### config.mk
export PLATFORM = sky130hd
export DESIGN_NAME = pifo_access_sched
export DESIGN_NICKNAME = d
export VERILOG_FILES = /design/src/rtl/pifo_access_sched.sv
export SDC_FILE = /design/constraint.sdc
export NUM_CORES = 1
export LEC_CHECK = 0
export CAP_MARGIN = 20
export CORE_ASPECT_RATIO = 1.4
export CORE_UTILIZATION = 35
export DETAILED_ROUTE_END_ITERATION = 8
export PLACE_DENSITY = 0.84
export SETUP_SLACK_MARGIN = 0.05
export SLEW_MARGIN = 25
export SYNTH_ARGS = -nofsm -noshare
export SYNTH_HDL_FRONTEND = slang
export SYNTH_SLANG_ARGS = --single-unit
### constraint.sdc
create_clock -name clk -period 2.2 [get_ports clk]
set_clock_uncertainty 0.1 [all_clocks]
set_input_delay 0.44 -clock clk [delete_from_list [all_inputs] [get_ports clk]]
set_output_delay 0.44 -clock clk [all_outputs]
set_load 0.05 [all_outputs]
### src/rtl/pifo_access_sched.sv
// pifo_access_sched: arbitrates NUM_PORTS enqueue sources and one dequeue
// consumer onto a single pipelined PIFO port, with pop spacing and a
// clear/drain sequence.
module pifo_access_sched #(
    parameter int unsigned NUM_PORTS    = 4,
    parameter int unsigned PRIO_WIDTH   = 8,
    parameter int unsigned DATA_WIDTH   = 8,
    parameter int unsigned POP_GAP      = 1,
    parameter int unsigned DRAIN_CYCLES = 3,
    parameter int unsigned CNT_WIDTH    = 16
) (
    input  logic                             clk,
    input  logic                             reset,
    input  logic [NUM_PORTS-1:0]             i__enq_valid,
    input  logic [NUM_PORTS*PRIO_WIDTH-1:0]  i__enq_prio,
    input  logic [NUM_PORTS*DATA_WIDTH-1:0]  i__enq_data,
    output logic [NUM_PORTS-1:0]             o__enq_ready,
    input  logic                             i__deq_req,
    output logic                             o__deq_valid,
    output logic [PRIO_WIDTH-1:0]            o__deq_prio,
    output logic [DATA_WIDTH-1:0]            o__deq_data,
    input  logic                             i__clear_req,
    output logic                             o__busy,
    output logic [CNT_WIDTH-1:0]             o__push_count,
    output logic [CNT_WIDTH-1:0]             o__pop_count,
    output logic                             o__pifo_in_valid,
    output logic [PRIO_WIDTH-1:0]            o__pifo_in_prio,
    output logic [DATA_WIDTH-1:0]            o__pifo_in_data,
    input  logic                             i__pifo_in_ready,
    input  logic                             i__pifo_out_valid,
    input  logic [PRIO_WIDTH-1:0]            i__pifo_out_prio,
    input  logic [DATA_WIDTH-1:0]            i__pifo_out_data,
    output logic                             o__pifo_out_ready,
    output logic                             o__pifo_clear
);

    localparam int unsigned PTR_W = $clog2(NUM_PORTS);
    localparam int unsigned GAP_W = (POP_GAP < 1) ? 1 : $clog2(POP_GAP + 1);
    localparam int unsigned DRN_W = (DRAIN_CYCLES < 2) ? 1 : $clog2(DRAIN_CYCLES);

    localparam logic OP_PUSH = 1'b0;
    localparam logic OP_POP  = 1'b1;

    typedef enum logic [1:0] {
        ST_RUN   = 2'd0,
        ST_CLEAR = 2'd1,
        ST_DRAIN = 2'd2
    } state_t;

    state_t                 state_q, state_d;
    logic [DRN_W-1:0]       drain_q, drain_d;
    logic [PTR_W-1:0]       rr_ptr;
    logic                   last_op;
    logic [GAP_W-1:0]       gap_cnt;

    logic                   grant_found;
    logic [PTR_W-1:0]       grant_idx;
    logic [PTR_W-1:0]       cand_idx;
    logic                   run_ok;
    logic                   push_cand;
    logic                   pop_cand;
    logic                   push_fire;
    logic                   pop_fire;

    logic [PRIO_WIDTH-1:0]  enq_prio_arr [NUM_PORTS];
    logic [DATA_WIDTH-1:0]  enq_data_arr [NUM_PORTS];

    // Unpack the flat per-port buses into arrays indexed by port
    for (genvar p = 0; p < NUM_PORTS; p++) begin : g_unpack
        assign enq_prio_arr[p] = i__enq_prio[p*PRIO_WIDTH +: PRIO_WIDTH];
        assign enq_data_arr[p] = i__enq_data[p*DATA_WIDTH +: DATA_WIDTH];
    end

    // Round-robin search: first valid port at or after rr_ptr
    always_comb begin
        grant_found = 1'b0;
        grant_idx   = '0;
        cand_idx    = '0;
        for (int unsigned i = 0; i < NUM_PORTS; i++) begin
            cand_idx = PTR_W'((32'(rr_ptr) + i) % NUM_PORTS);
            if (!grant_found && i__enq_valid[cand_idx]) begin
                grant_found = 1'b1;
                grant_idx   = cand_idx;
            end
        end
    end

    // Slot selection, PIFO-side outputs and next-state logic
    always_comb begin
        state_d           = state_q;
        drain_d           = drain_q;
        o__enq_ready      = '0;
        o__pifo_in_valid  = 1'b0;
        o__pifo_in_prio   = '0;
        o__pifo_in_data   = '0;
        o__pifo_out_ready = 1'b0;

        run_ok    = (state_q == ST_RUN) && !reset;
        push_cand = run_ok && grant_found && i__pifo_in_ready;
        pop_cand  = run_ok && i__deq_req && i__pifo_out_valid && (gap_cnt == '0);
        // On a tie, alternate against the last performed operation
        push_fire = push_cand && (!pop_cand || (last_op == OP_POP));
        pop_fire  = pop_cand && !push_fire;

        if (push_fire) begin
            o__enq_ready[grant_idx] = 1'b1;
            o__pifo_in_valid        = 1'b1;
            o__pifo_in_prio         = enq_prio_arr[grant_idx];
            o__pifo_in_data         = enq_data_arr[grant_idx];
        end
        if (pop_fire) begin
            o__pifo_out_ready = 1'b1;
        end

        case (state_q)
            ST_RUN: begin
                if (i__clear_req) begin
                    state_d = ST_CLEAR;
                end
            end
            ST_CLEAR: begin
                state_d = ST_DRAIN;
                drain_d = DRN_W'(DRAIN_CYCLES - 1);
            end
            ST_DRAIN: begin
                if (drain_q == '0) begin
                    state_d = ST_RUN;
                end else begin
                    drain_d = drain_q - DRN_W'(1);
                end
            end
            default: begin
                state_d = ST_RUN;
            end
        endcase
    end

    // Status outputs decoded from the state register
    assign o__busy       = (state_q != ST_RUN);
    assign o__pifo_clear = (state_q == ST_CLEAR);

    // State and drain counter register
    always_ff @(posedge clk) begin
        if (reset) begin
            state_q <= ST_RUN;
            drain_q <= '0;
        end else begin
            state_q <= state_d;
            drain_q <= drain_d;
        end
    end

    // Arbitration history, pop spacing and round-robin pointer
    always_ff @(posedge clk) begin
        if (reset) begin
            rr_ptr  <= '0;
            last_op <= OP_POP;
            gap_cnt <= '0;
        end else begin
            if (push_fire) begin
                rr_ptr  <= PTR_W'((32'(grant_idx) + 1) % NUM_PORTS);
                last_op <= OP_PUSH;
            end else if (pop_fire) begin
                last_op <= OP_POP;
            end
            if (pop_fire) begin
                gap_cnt <= GAP_W'(POP_GAP);
            end else if (gap_cnt != '0) begin
                gap_cnt <= gap_cnt - GAP_W'(1);
            end
        end
    end

    // Dequeue result register: one-cycle pulse after each pop
    always_ff @(posedge clk) begin
        if (reset) begin
            o__deq_valid <= 1'b0;
            o__deq_prio  <= '0;
            o__deq_data  <= '0;
        end else begin
            o__deq_valid <= pop_fire;
            if (pop_fire) begin
                o__deq_prio <= i__pifo_out_prio;
                o__deq_data <= i__pifo_out_data;
            end
        end
    end

    // Push/pop statistics, cleared by a flush
    always_ff @(posedge clk) begin
        if (reset || (state_q == ST_CLEAR)) begin
            o__push_count <= '0;
            o__pop_count  <= '0;
        end else begin
            if (push_fire) begin
                o__push_count <= o__push_count + CNT_WIDTH'(1);
            end
            if (pop_fire) begin
                o__pop_count <= o__pop_count + CNT_WIDTH'(1);
            end
        end
    end

endmodule
# == Yosys cells after proc, flatten, opt, wreduce, memory -nomap -nowiden ==
# Index checks and enable logic that the tools add are counted.
# op_classes
add_sub_neg,8
mul,0
n_div,0
order_cmp,7
eq_ne,5
shift,0
n_mux,38
bitwise_logic,2
n_reduce_logical,27
# op_table
operator,count
$mux 8,6
$add 16x1->16 const B,2
$bmux 8 s2,2
$lt 2x3->1 const B,5
$mux 1,15
$mux 2,7
$logic_and 1x1->1,12
$bmux 1 s2,4
$logic_not 1->1,6
$ne 2x2->1 const B,3
$pmux 2 s3,1
$reduce_bool 2->1,3
$add 2x1->2 const B,2
$add 2x2->2 const B,2
$logic_not 2->1,2
$mux 4,1
$pmux 2 s2,1
$reduce_and 2->1,2
$ge 3x3->1 const B,1
$not 2->3,1
$demux 1 s2,1
$eq 2x1->1 const B,1
$eq 2x2->1 const B,1
$ge 2x1->1 const B,1
other kinds (4),5
# word_totals
register_bits,57
latch_bits,0
ram_bits,0
romBits,0
elab_cells,97
mem_count,0

# == Depth between registers and ports, before layout ==
# depth
depth_word,19
ltp_mapped,8

# == Worst setup path after synthesis ==
# Ideal clock, no wire load.
# synth_timing
path_kind,reg-to-output
start,reg rr_ptr[1]
end,out o__enq_ready[0]
arrival_ps,2398
setup_slack_ps,-738
stages_incl_launch_ff,8
path_buffers,3
path_cell_list,dfxtp_1 > clkbuf_1 > a21oi_1 > o21a_1 > o22a_1 > clkbuf_1 > buf_1 > nor3_1
# synth_via
elab_chain_cells,17
elab_cells_between_ends,34
cone_classes,add/sub (3); order compare (2); mux (19); reduce/logical (10)
# synth_lines
element,line_no,rtl
start: declaration,52,logic [PTR_W-1:0] rr_ptr;
start signal: assignment,161,rr_ptr <= PTR_W'((32'(grant_idx) + 1) % NUM_PORTS);
branches (longest 16 deep; another with $lt 2x3->1),--,
$mux 4 *,105,if (push_fire) begin
end: declaration,17,"output logic [NUM_PORTS-1:0] o__enq_ready,"
# Every way passes the cells marked *. The select of a mux whose other input is x is not followed.

# == Worst setup path in the final report ==
# layout_timing
start,reg last_op
end,out o__pifo_in_data[7]
# layout_via
elab_chain_cells,3
# layout_lines
element,line_no,rtl
start: declaration,53,logic last_op;
start signal: assignment,157,last_op <= OP_POP;
start signal: assignment,162,last_op <= OP_PUSH;
start signal: assignment,164,last_op <= OP_POP;
$logic_or 1x1->1,102,push_fire = push_cand && (!pop_cand || (last_op == OP_POP));
$logic_and 1x1->1,102,
$mux 8,105,
end: declaration,28,"output logic [DATA_WIDTH-1:0] o__pifo_in_data,"
# Every way passes these cells.

==> metrics.md <==
| Metric | Value |
|---|---|
| Status | finished with violations |
| Violated checks | setup timing |
| Netlist cell types | between 40 and 50 |
| Synthesized cell area | slightly below 0.003 sq mm |
| Asr flop ratio synth | 0% |
| Post-layout util | between 70% and 80% |
| Hold Path Class | reg -> reg |
| H-tree Lvls | 2 |
| Grt met3 use | 6.01% |
| Req. time, crit path | ~1.7 ns |
| Max Cap Viol | 0 |
| RSZ-0062 raised after global routing | yes |
| NetSw | approximately 0.81 mW |
| Yosys warnings | 0 |
| GRT busiest layer | met2 |
| Initial core utilization | between 30% and 40% |
| Startpoint types | flop |
| Fmax | between 300 and 400 MHz |
| GR Layer Usage met1 | 25.7% |
| Slew of the pin with the lowest slew margin | 0.556 ns |
| Clock buffer depth | 2 |
| Worst hold slack | between 0.3 and 0.4 ns |
| Vias per cell | between 5 and 6 |
| Drt pass-1 iters | 5 |
| Die Y | between 100 and 150 microns |
| Clk pwr share | 29.7% |
| Cell count after synthesis | 389 |
| Total Power | 2.77 mW |
| Port Buffers | between 150 and 200 |
| Final WS setup | -0.620 ns |
| FILL cells | 574 |
| Vias in the first global route | ~3,600 |
| Largest net degree at the start of global routing | 33 |
| Slew HR | between 60 and 70% |
| Initial antenna violation count | 0 |
| Iter 0 DRT Violations | 186 |
| Commonest non-fill, non-tap cell in the layout | clkdlybuf4s50_1 |
| Post-synth EDFFs | 0 |
| CTS root buf | clkbuf_16 |
| Row cnt | 39 |
| Tmin final | between 2 and 3 ns |
| Synthesis-to-finish area growth | 98.3% |
| Synth Area per Inst | ~7.6 sq um |
| Clock Pin Slew Worst Setup and Hold Paths | around 0.070 ns |
| Sw Share | just under 30% |
| CP max FO | 8 |
| Sequential share of power | between 30 and 40% |
| Max-slew violations | 0 |
| Grt ovf | 0 |
| Internal Power | between 1.5 and 2 mW |
| CORE AREA | approximately 0.0082 sq mm |
| Routability Congestion | between 0.8 and 0.9 |
| WP data arrival | around 2.3 ns |
| Critical path type | reg -> out |
| Pwr Density | about 470 mW/mm^2 |
| Ys flop type | dfxtp_1 |
| Most frequent cells in the layout | clkdlybuf4s50_1, dfxtp_1, nand3_1 |
| Tcrit/Tclk final | 128% |
| Final net count | about 680 |
| Seq cells post-synth | between 50 and 60 |
| Antenna-violating nets left | 0 |
| Post-synthesis sequential area ratio | between 30% and 40% |
| Total routed wirelength | roughly 12,000 microns |
| Final hold vios | 0 |
| GR Util All Layers | 24.4% |
| Number of buffers created by CTS | 5 |
| Total number of vias | about 3,800 |
| Ratio of cells with drive above 1 in the final layout | 25.6% |
| Die Footprint | between 0.008 and 0.009 sq mm |
| M2 GR Usage | 46.2% |
| Placement Setup Slack | -1.27 ns |
| Die W | roughly 80 microns |
| Lkg Pwr | about 2.2 nW |
| DRC viols | 0 |
| Sink Count | 56 |
| Endpoints failing setup | 22 |
| Routed len/inst | 17.7 microns |
| TritonCTS clock tree | done |
| Peak VDD IR | between 0.0003 and 0.0004 V |
| Ant diodes | 0 |
| Combinational power share | approximately a third |
| HPWL after detailed placement | just under 8000 microns |
| Critical path endpoint category | output port |
| Insertion delay to the later sink of the worst-skew pair | ~0.29 ns |
| Num ports | between 150 and 200 |
| Synth Net Count | 482 |
| Global-route wire length before repair | about 17,000 microns |
## metal layers
layer | routed length, microns | vias up
met5 | 0 | -
li1 | - | 1755
met1 | 4540 | 1808
met2 | 6240 | 190
met3 | 1040 | 29
met4 | 327 | 0
## sequential cells by signal, summed over array words and instances (netlist names), 2 cells and up
signal,cells
drain_q,2
o__deq_data,8
o__deq_prio,8
o__pop_count,16
o__push_count,16
rr_ptr,2
state_q,2
## worst paths after layout
kind	from	end	slack, ns	depth (start not counted)
setup / recovery	last_op	o__pifo_in_data[7]	-0.62	9
hold / removal	o__deq_prio[2]	o__deq_prio[2]	0.35	2
setup reg to reg	state_q[1]	o__pop_count[5]	0.08	9
hold reg to reg	o__deq_prio[2]	o__deq_prio[2]	0.35	2
## worst max-delay path: stages, from the launching register on
cell	delay (ns)
dfxtp_2	0.33
or4bb_4	0.55
nand4_4	0.09
buf_6	0.11
inv_4	0.03
o31a_4	0.14
buf_12	0.17
nand3_2	0.07
nand4_1	0.25
buf_12	0.25
## kinds of logic (layout without fill, tap and decap cells)
group                      after synthesis  in the layout  synth area share, %
AOI/OAI and AO/OA                       36             36                 7.05
muxes                                    1              1                0.338
adders and majority gates                3              3                 1.27
xor gates and xnor gates                30             30                 8.87
buffers and inverters                   37            232                 5.45
and+or+nand+nor                        226            227                 39.2
DFF                                     56             56                 37.8
## synth_stat cells, types with 5 or more instances
| master | number | area (sq um) |
|---|---|---|
| dfxtp_1 | 56 | 1120 |
| nand4_1 | 28 | 175 |
| clkbuf_1 | 16 | 60.1 |
| xor2_1 | 20 | 175 |
| nor2_1 | 35 | 131 |
| inv_1 | 8 | 30.0 |
| nand2b_1 | 5 | 31.3 |
| xnor2_1 | 10 | 87.6 |
| a21oi_1 | 24 | 120 |
| buf_2 | 6 | 30.0 |
| and3_1 | 6 | 37.5 |
| nand2_1 | 44 | 165 |
| nand3_1 | 77 | 385 |
| nor3_1 | 10 | 50.1 |
## final cells by class
cell class / count / area, sq um / area share (%)
Clock buffer: 7 / 153 / 2.60
Timing Repair Buffer: 215 / 2460 / 41.9
Inverter: 10 / 43.8 / 0.745
Tap cell: 102 / 128 / 2.17
Multi-Input combinational cell: 297 / 1960 / 33.4
Sequential cell: 56 / 1130 / 19.2
## through the flow
stage	cell area [sq um]	setup TNS, ns	std cells
after CTS	5670	-10.21	680
after global routing	5880	-11.57	687
after detailed placement	5190	-44.47	660
after floorplan	3060	-7.47	389
final	5880	-10.40	687
after global placement	5190	-40.18	660
## power groups by stage
stage	clock, mW	sequential, mW	combinational [mW]
detailed placement	0	1.07	0.758
global route	0.877	1.05	0.937
finish	0.824	1.05	0.902
floorplan	0	1.10	0.308
CTS	0.836	1.05	0.849
global placement	0	1.07	0.749
## repair_timing
action | in CTS | in global routing
pin swaps | 29 | 24
gates resized for setup | 65 | 30
buffers inserted | 9 | 4
endpoints found under the setup margin | 69 | 33
gates cloned | 5 | 3
hold buffers | 0 | 0
No activity file was read; power rests on OpenSTA's default activity.
==> RTL edit, RTL diff (config.mk and constraints unchanged) <==
The parameter `DRAIN_CYCLES` goes from 3 to 2.
--- a/src/rtl/pifo_access_sched.sv
+++ b/src/rtl/pifo_access_sched.sv
@@ -6,7 +6,7 @@
     parameter int unsigned PRIO_WIDTH   = 8,
     parameter int unsigned DATA_WIDTH   = 8,
     parameter int unsigned POP_GAP      = 1,
-    parameter int unsigned DRAIN_CYCLES = 3,
+    parameter int unsigned DRAIN_CYCLES = 2,
     parameter int unsigned CNT_WIDTH    = 16
 ) (
     input  logic                             clk,
Check against the original RTL: not equivalent (a bounded check fails within 10 cycles, from zero or initial values and one cycle with reset high).
==> RTL edit against the original RTL <==
The run still ends with negative setup slack left. Wire length up 17%. Worst setup slack worse by 0.20 ns. Largest power group is now combinational logic. Highest routed layer unchanged. Worst hold slack improved by 0.00067 ns. Count of clock-buffer cells in the layout did not move. Register-to-register slack lost 0.36 ns. Cell area grew 8.6%. Utilization rose by 3.4 points. Synthesized cell count fell by 3.6%. Sequential cell count shrank 1. Power is 22% higher. Synthesized area increased by 3.3%.
==> RTL edit: results (changes against the original RTL) <==
status: "finished, violations left"  # unchanged
violations: "negative setup slack"  # unchanged
wl_met1_mm: 4.934  # was 4.538 mm
crit_arrival_ns: 2.48  # was 2.28 ns
synth-compound-area-share_pct: 14.55  # was 7.052%
routed_via_density: 5.563  # was 5.505
hpwl_mm: 7.715  # was 7.800 mm
crit_path_end: "o__pifo_in_data[0]"  # was o__pifo_in_data[7]
synthXorXnorAreaFrac_pct: 6.296  # was 8.868%
slowest_stage: "mux2i_1"  # was or4bb_4
top_layer_used: "met4"  # unchanged
io_buffers: 162  # unchanged
setup_viol: 30  # was 22
drtIter0Drc: 312  # was 186
holdPathStages: 2  # unchanged
grt_pass1_vias: 3891  # was 3599
cp_top_family: "simple AND/OR/NAND/NOR gates"  # unchanged
r2r-end: "o__push_count[13]$_SDFFE_PP0P_"  # was o__pop_count[5]$_SDFFE_PP0P_
met3WireLength_mm: 1.108  # was 1.039 mm
gr-usage-met3_pct: 5.772  # was 6.008%
max-vdd-ir-drop_uv: 466.5  # was 386.2 uV
fill_cells: 524  # was 574
wl_per_cell_um: 20.29  # was 17.68 um
synth_fa_ha_area_share_pct: 2.453  # was 1.267%
nets: 689  # was 678
gp_congestion: 0.9288  # was 0.8184
grt_use_met2_pct: 53.78  # was 46.21%
hold_path_startpoint: "o__deq_prio[7]$_SDFFE_PP0P_"  # was o__deq_prio[2]$_SDFFE_PP0P_
worst_slew_pin_slew_ns: 0.6654  # was 0.5559 ns
worst_slack_ns: -0.8168  # was -0.6199 ns
dp_slack_ns: -0.9037  # was -1.269 ns
ys_seq_area_share_pct: 35.98  # was 37.84%
p_leak_nw: 2.326  # was 2.190 nW
r2r_slack_ns: -0.28  # was 0.08 ns
grt_first_pass_wirelength_mm: 19.77  # was 17.11 mm
cts_max_level: 2  # unchanged
ys_top_cells_by_count: "dfxtp_1 (55), nand2_1 (50), a21oi_1 (32), nor2_1 (30), mux2i_1 (24)"  # was nand3_1 (77), dfxtp_1 (56), nand2_1 (44), nor2_1 (35), nand4_1 (28)
synthesis.nets: 471  # was 482
synth.area.mux_share_pct: 7.850  # was 0.3378%
grt_util_all_layers_pct: 28.53  # was 24.42%
holdPathEnd: "o__deq_prio[7]$_SDFFE_PP0P_"  # was o__deq_prio[2]$_SDFFE_PP0P_
fin_hold_ws_ns: 0.3552  # was 0.3545 ns
crit_start: "rr_ptr[1]$_SDFFE_PP0P_"  # was last_op$_SDFFE_PP1P_
r2r_cells: 9  # unchanged
crit_fanout: 6  # was 8
drive_gt1_share_pct: 33.33  # was 25.64%
slowest_delay_ns: 0.46  # was 0.55 ns
finalCriticalPeriod_ns: 3.017  # was 2.820 ns
route.met2.wl_mm: 7.312  # was 6.241 mm
path_clk_slew_ns: 0.07  # about the same
use_met1_pct: 28.43  # was 25.67%
yosys.cell_types.count: 47  # was 42
synth.area.top_cells: "dfxtp_1 (36%), mux2i_1 (7.8%), nand2_1 (6.1%), xnor2_1 (6.0%), a21oi_1 (5.2%)"  # was dfxtp_1 (38%), nand3_1 (13%), nand4_1 (5.9%), xor2_1 (5.9%), nand2_1 (5.6%)
-- RTL edit: cell count changes after synthesis, sizes merged, moves of 8 or more --
cell / before / now
o21ai: 2 / 15
nand4: 29 / 3
o22ai: 1 / 12
a21oi: 24 / 32
nand3: 77 / 11
xnor2: 10 / 21
mux2i: 1 / 24
xor2: 20 / 1
or3: 2 / 10
-- RTL edit: layout make-up --
cell class / instances / area (sq um) / share of cell area [%]
well taps: 105 / 131.4 / 2.058
diodes: 1 / 2.502 / 0.03920
clock buffers: 7 / 142.6 / 2.234
repair buffers: 237 / 2557 / 40.06
flip-flops and latches: 55 / 1115 / 17.46
clock inverters: 1 / 8.758 / 0.1372
multi-input cells: 280 / 2354 / 36.87
inverters: 14 / 72.57 / 1.137
-- RTL edit: per-stage QoR --
stage               TNS (ns)  util, %  instance area [sq um]  total power [mW]  cells
floorplan             -10.54        -                   3430             1.747    375
global placement      -33.27    65.03                   5533             2.233    663
detailed placement    -36.87    65.03                   5533             2.262    663
CTS                   -10.68    73.01                   6212             3.278    691
global route          -14.59    75.00                   6381             3.495    699
finish                -13.20    75.03                   6384             3.376    700
-- RTL edit: cells by family after synthesis --
kind of cell / after synthesis
mux: 24
fa+ha+maj: 6
xor+xnor: 22
compound gates: 76
flops: 55
simple gates: 151
buf+inv: 41
-- RTL edit: where the power goes --
group | switching, mW | internal (mW) | total [mW]
sequential | 0.0291 | 1.03 | 1.06
clock | 0.347 | 0.456 | 0.803
combinational | 0.761 | 0.749 | 1.51
total | 1.14 | 2.24 | 3.38
-- RTL edit: timing repair --
action,4_1_cts,5_1_grt
gates resized for setup,86,30
endpoints found under the setup margin,65,39
hold buffers,0,0
pin swaps,26,20
cloned,3,1
setup buffers,21,9
